### src/rtl/ibex_bist_apb_sequencer.sv
// Autonomous APB initiator that launches the ALU BIST after an idle interval and core sleep, then polls for a verdict.
// Optional feature macro: BIST_SEQ_TIMEOUT_EN (poll-count and access-stall limits).
module ibex_bist_apb_sequencer #(
  parameter int          PERIOD      = 1024,
  parameter logic [31:0] CTRL_ADDR   = 32'h0000_0000,
  parameter logic [31:0] STATUS_ADDR = 32'h0000_0004,
  parameter int          POLL_LIMIT  = 256
) (
  input  logic        clk_i,
  input  logic        rst_i,
  input  logic        enable_i,
  input  logic        trig_i,
  input  logic        core_sleep_i,
  output logic [31:0] paddr_o,
  output logic        psel_o,
  output logic        penable_o,
  output logic        pwrite_o,
  output logic [31:0] pwdata_o,
  input  logic [31:0] prdata_i,
  input  logic        pready_i,
  output logic        busy_o,
  output logic        pass_o,
  output logic        fail_o,
  output logic        timeout_o,
  output logic [15:0] run_count_o
);

  typedef enum logic [2:0] {
    IDLE,
    WAIT_SLEEP,
    WR_SETUP,
    WR_ACCESS,
    RD_SETUP,
    RD_ACCESS,
    EVAL
  } state_e;

  localparam logic [31:0] PERIOD_M1 = 32'(PERIOD - 1);

  state_e      state;
  logic [31:0] ivl_cnt;
  logic        trig_run;
  logic [2:0]  status;

  // Only the three status flags of the wrapper are meaningful.
  logic unused_prdata;
  assign unused_prdata = ^prdata_i[31:3];

  assign busy_o = (state != IDLE) && (state != WAIT_SLEEP);

`ifdef BIST_SEQ_TIMEOUT_EN
  localparam logic [31:0] POLL_MAX = 32'(POLL_LIMIT);
  logic [31:0] poll_cnt;
  logic [5:0]  stall_cnt;
  logic        timeout_q;
  assign timeout_o = timeout_q;
`else
  localparam int unused_poll_limit = POLL_LIMIT;
  assign timeout_o = 1'b0;
`endif

  always_ff @(posedge clk_i) begin
    if (rst_i) begin
      state       <= IDLE;
      ivl_cnt     <= '0;
      trig_run    <= 1'b0;
      status      <= '0;
      paddr_o     <= '0;
      psel_o      <= 1'b0;
      penable_o   <= 1'b0;
      pwrite_o    <= 1'b0;
      pwdata_o    <= '0;
      pass_o      <= 1'b0;
      fail_o      <= 1'b0;
      run_count_o <= '0;
`ifdef BIST_SEQ_TIMEOUT_EN
      poll_cnt    <= '0;
      stall_cnt   <= '0;
      timeout_q   <= 1'b0;
`endif
    end else begin
      case (state)
        IDLE: begin
          // A trigger landing on the expiry cycle is the same single start.
          if (trig_i || (enable_i && ivl_cnt == PERIOD_M1)) begin
            state    <= WAIT_SLEEP;
            ivl_cnt  <= '0;
            trig_run <= trig_i;
          end else if (enable_i) begin
            ivl_cnt <= ivl_cnt + 32'd1;
          end else begin
            ivl_cnt <= '0;
          end
        end
        WAIT_SLEEP: begin
          if (!enable_i && !trig_run && !trig_i) begin
            state <= IDLE;
          end else if (core_sleep_i) begin
            state     <= WR_SETUP;
            paddr_o   <= CTRL_ADDR;
            pwrite_o  <= 1'b1;
            pwdata_o  <= 32'h1;
            psel_o    <= 1'b1;
            penable_o <= 1'b0;
            pass_o    <= 1'b0;
            fail_o    <= 1'b0;
`ifdef BIST_SEQ_TIMEOUT_EN
            timeout_q <= 1'b0;
            poll_cnt  <= '0;
            stall_cnt <= '0;
`endif
          end else if (trig_i) begin
            trig_run <= 1'b1;
          end
        end
        WR_SETUP: begin
          state     <= WR_ACCESS;
          penable_o <= 1'b1;
        end
        WR_ACCESS: begin
          if (pready_i) begin
            state     <= RD_SETUP;
            paddr_o   <= STATUS_ADDR;
            pwrite_o  <= 1'b0;
            pwdata_o  <= '0;
            penable_o <= 1'b0;
`ifdef BIST_SEQ_TIMEOUT_EN
            stall_cnt <= '0;
          end else if (stall_cnt == 6'd63) begin
            state       <= IDLE;
            psel_o      <= 1'b0;
            penable_o   <= 1'b0;
            fail_o      <= 1'b1;
            pass_o      <= 1'b0;
            timeout_q   <= 1'b1;
            run_count_o <= run_count_o + 16'd1;
          end else begin
            stall_cnt <= stall_cnt + 6'd1;
`endif
          end
        end
        RD_SETUP: begin
          state     <= RD_ACCESS;
          penable_o <= 1'b1;
        end
        RD_ACCESS: begin
          if (pready_i) begin
            state     <= EVAL;
            status    <= prdata_i[2:0];
            psel_o    <= 1'b0;
            penable_o <= 1'b0;
`ifdef BIST_SEQ_TIMEOUT_EN
            poll_cnt  <= poll_cnt + 32'd1;
            stall_cnt <= '0;
          end else if (stall_cnt == 6'd63) begin
            state       <= IDLE;
            psel_o      <= 1'b0;
            penable_o   <= 1'b0;
            fail_o      <= 1'b1;
            pass_o      <= 1'b0;
            timeout_q   <= 1'b1;
            run_count_o <= run_count_o + 16'd1;
          end else begin
            stall_cnt <= stall_cnt + 6'd1;
`endif
          end
        end
        EVAL: begin
          if (status[0]) begin
`ifdef BIST_SEQ_TIMEOUT_EN
            if (poll_cnt >= POLL_MAX) begin
              state       <= IDLE;
              fail_o      <= 1'b1;
              pass_o      <= 1'b0;
              timeout_q   <= 1'b1;
              run_count_o <= run_count_o + 16'd1;
            end else begin
              state     <= RD_SETUP;
              psel_o    <= 1'b1;
              penable_o <= 1'b0;
            end
`else
            state     <= RD_SETUP;
            psel_o    <= 1'b1;
            penable_o <= 1'b0;
`endif
          end else begin
            state       <= IDLE;
            pass_o      <= status[1] & ~status[2];
            fail_o      <= status[2] | ~status[1];
            run_count_o <= run_count_o + 16'd1;
`ifdef BIST_SEQ_TIMEOUT_EN
            timeout_q   <= 1'b0;
`endif
          end
        end
        default: state <= IDLE;
      endcase
    end
  end

endmodule
### config.mk
export PLATFORM = sky130hd
export DESIGN_NAME = ibex_bist_apb_sequencer
export DESIGN_NICKNAME = d
export VERILOG_FILES = /design/src/rtl/ibex_bist_apb_sequencer.sv
export SDC_FILE = /design/constraint.sdc
export NUM_CORES = 1
export LEC_CHECK = 0
export BUFFER_PORTS_ARGS = -buffer_cell sky130_fd_sc_hd__buf_2
export CORE_MARGIN = 8
export CORE_UTILIZATION = 45
export DETAILED_ROUTE_END_ITERATION = 10
export GPL_TIMING_DRIVEN = 0
export PLACE_DENSITY = 0.73
export RECOVER_POWER = 25
export SLEW_MARGIN = 30
export SYNTH_ARGS = -nofsm -noshare
export SYNTH_HDL_FRONTEND = slang
export SYNTH_SLANG_ARGS = --single-unit
### constraint.sdc
create_clock -name clk_i -period 2.6 [get_ports clk_i]
set_input_delay 0.52 -clock clk_i [delete_from_list [all_inputs] [get_ports clk_i]]
set_output_delay 0.52 -clock clk_i [all_outputs]
set_load 0.01 [all_outputs]
==> metrics.txt <==
vias in the first global route=roughly 3400; H-tree levels=3; area leader, netlist=dfxtp_1; Top FF cell, synth=dfxtp_1; Placed Cells=between 600 and 700; sequential element share of the synthesized area=0.327; post-synth top area share=0.327; unrepaired setup endpoints after global routing=no; CP max stage cell=or4_1; worst-margin pin slew=approximately 0.68 ns; clk_lat worst skew=~0.34 ns; Core ar.=slightly above 0.008 mm²; async set-or-reset flop fraction in the synthesized netlist=0; Sinks on Clock Net=61; full die area=0.0115 mm²; CP cell instances=clkbuf_1, or4_1, nor2_1, and3_2, clkbuf_4, clkbuf_4, nor4_1, a221o_1; antenna violations before repair=0; final hold viol count=0; 1st-pass router iterations=5; sequential power share=0.428; Pint=between 1500 and 2000 µW; post-route minimum period=roughly 2.5 ns; Post-synth EDFFs=0; DR DRC count=0; cell family with most CP delay=simple AND/OR/NAND/NOR gates; Final setup viols=0; CTS tree=yes; global-route wire length before repair=roughly 16000 µm; gpl congestion=about 0.9; clk slew on worst S/H paths=about 0.070 ns; Initial Utilization=0.460; All-Layer GR Usage=0.172; worst path buffer plus inverter count=3; crit path launch type=flop; Commonest cells post-synth=buf_4 (64), dfxtp_1 (61), nand2_1 (38), nor2_1 (38); Mapped Cells=roughly 470; Num CTS Buffers=9; Max IR drop VDD=approximately 0.00034 V; syn_area_per_cell=8.01 µm²; Worst EP required=2.83 ns; Yosys reg bits=61; WS Path Type=reg -> reg; Tot Pwr=2240 µW; LEAKAGE=roughly 0.0018 µW; row cnt=33; YS warnings=0; CTS max path bufs=2; Critical Path Max Stage Delay=roughly 0.54 ns; critical path fanouts, max=10; ANT nets after route=0; fin. max-slew vios=0; Fin Clk Skew=between 0.007 and 0.008 ns; switching share of power=0.249; Starting DRT DRC Count=290; largest net degree at the start of global routing=11; dpl hpwl=between 7000 and 8000 µm; vias per cell=5.25; CTS root buffer=clkbuf_8; CP arrival=about 2.7 ns; Slew HR=0.544; IO buf count=31; fin nets=610; io pins=around 130; Final Instance Area=roughly 0.0045 mm²; routed via count=approximately 3600; die width=between 100 and 150 µm; Mapped Area=0.00374 mm²; f_max=402 MHz; Die Span Y=approximately 110 µm; DR WL/cell=14.6 µm; max cap viols=0; Cell Pwr Density=497 mW/mm²; top post-synthesis cells by area=dfxtp_1 (33%), buf_4 (13%), nand2_1 (3.8%), nor2_1 (3.8%), a31oi_1 (3.3%); status=finished clean; final wirelength=around 9900 µm; WHS=roughly 0.42 ns; Yosys cell types=56; placed inst area=0.00426 mm²; CP most frequent cell=clkbuf_4; count leader, synth=buf_4; final setup TNS=0 ns; Layout Cells excl Fill=a little under 700; crit path capture type=flop; antenna fix cells=0; number of fill cells=779; layout cells sized above 1=0.193; part of the power in combinational logic=0.128; Final Cycle Share=0.958; Layout area overhead=20.3%; Psw=around 560 µW; GRT overflow=0; Hold Path Class=in -> reg; clock network power share=0.444
-- layout make-up --
class                      count  area [µm²]  area share
buffer                        87         577       0.128
tap                          105         131      0.0292
timing repair buffer          31         129      0.0287
sequential                    61        1220       0.271
clock buffer                  12         165      0.0367
inverter                       8        30.0     0.00668
clock inverter                 3        67.6      0.0150
multi-input combinational    372        2180       0.484
-- kinds of logic (layout without fill, tap and decap cells) --
family	after synthesis	after routing	synth area share
other	1	63	0.00100
AOI/OAI and AO/OA	84	84	0.152
DFF	61	61	0.327
buffers and inverters	96	141	0.162
adders and majority gates	2	2	0.00669
and+or+nand+nor	196	196	0.287
xor gates and xnor gates	20	20	0.0468
muxes	7	7	0.0191
-- power groups by stage --
stage | Combinational [µW] | Sequential [µW] | Clock, µW
floorplan | 223 | 976 | 0
global placement | 274 | 977 | 0
detailed placement | 278 | 977 | 0
CTS | 279 | 957 | 1010
global route | 316 | 959 | 1050
finish | 286 | 957 | 994
-- layer usage --
metal  track usage  vias up  part of all wire
met4        0.0844        0             0.020
met3        0.0408       17             0.078
met2         0.285      138              0.49
li1              -     1780                 -
met5             0        -                 0
met1         0.205     1631              0.42
-- metrics by stage --
stage,setup WS [ns],utilization
after floorplan,0.481,-
final,0.109,0.553
after global routing,0.0189,0.553
after CTS,0.00291,0.554
after detailed placement,-0.0455,0.524
after global placement,-0.0251,0.524
-- repair_timing --
item | 4_1_cts | 5_1_grt
cloned | 0 | 0
setup endpoints to repair | 5 | 21
buffers inserted | 0 | 0
hold buffers | 0 | 0
resized for setup | 2 | 9
-- flip-flops by register name (all words and copies together) (netlist names) --
signal and flops:
run_count_o 16, state 3, pass_o 1, psel_o 1, penable_o 1, status 3
fail_o 1, trig_run 1, pwdata_o 1, ivl_cnt 32, paddr_o 1
-- worst register-to-register path, stage by stage (launching register included) --
cell and delay (ns):
dfxtp_1 0.30, clkbuf_1 0.18, or4_1 0.54, nor2_1 0.25
and3_2 0.28, clkbuf_4 0.23, clkbuf_4 0.25, nor4_1 0.08
a221o_1 0.27
-- cells in the final DEF (no fill, tap or decap), types with 3 or more instances in the layout --
cell type	n
nand3b_1	3
a21oi_1	17
xor2_1	9
clkbuf_1	39
dfxtp_1	61
nand3_1	18
nand2_1	38
o31ai_1	6
a22o_1	3
clkbuf_8	12
a21o_1	4
a221o_1	3
xnor2_1	11
o41ai_1	3
mux2i_1	6
conb_1	63
a31oi_1	20
o21ai_0	12
nor3_1	15
nand4_1	9
or4_1	10
and3_1	6
and4_1	5
nor4_1	17
inv_1	8
nor2_1	37
buf_4	64
nor2b_1	3
or2_2	3
nand2b_1	4
or3_1	9
buf_2	11
-- path summary, 6_finish.rpt --
| path | from | end | slack, ns | cells after the start |
|---|---|---|---|---|
| worst max-delay path | ivl_cnt[21] | ivl_cnt[27] | 0.11 | 8 |
| worst min-delay path | prdata_i[0] | status[0] | 0.42 | 3 |
| worst max register to register | ivl_cnt[21] | ivl_cnt[27] | 0.11 | 8 |
| worst min register to register | paddr_o[2] | paddr_o[2] | 0.46 | 2 |
No activity file was read; power rests on OpenSTA's default activity.
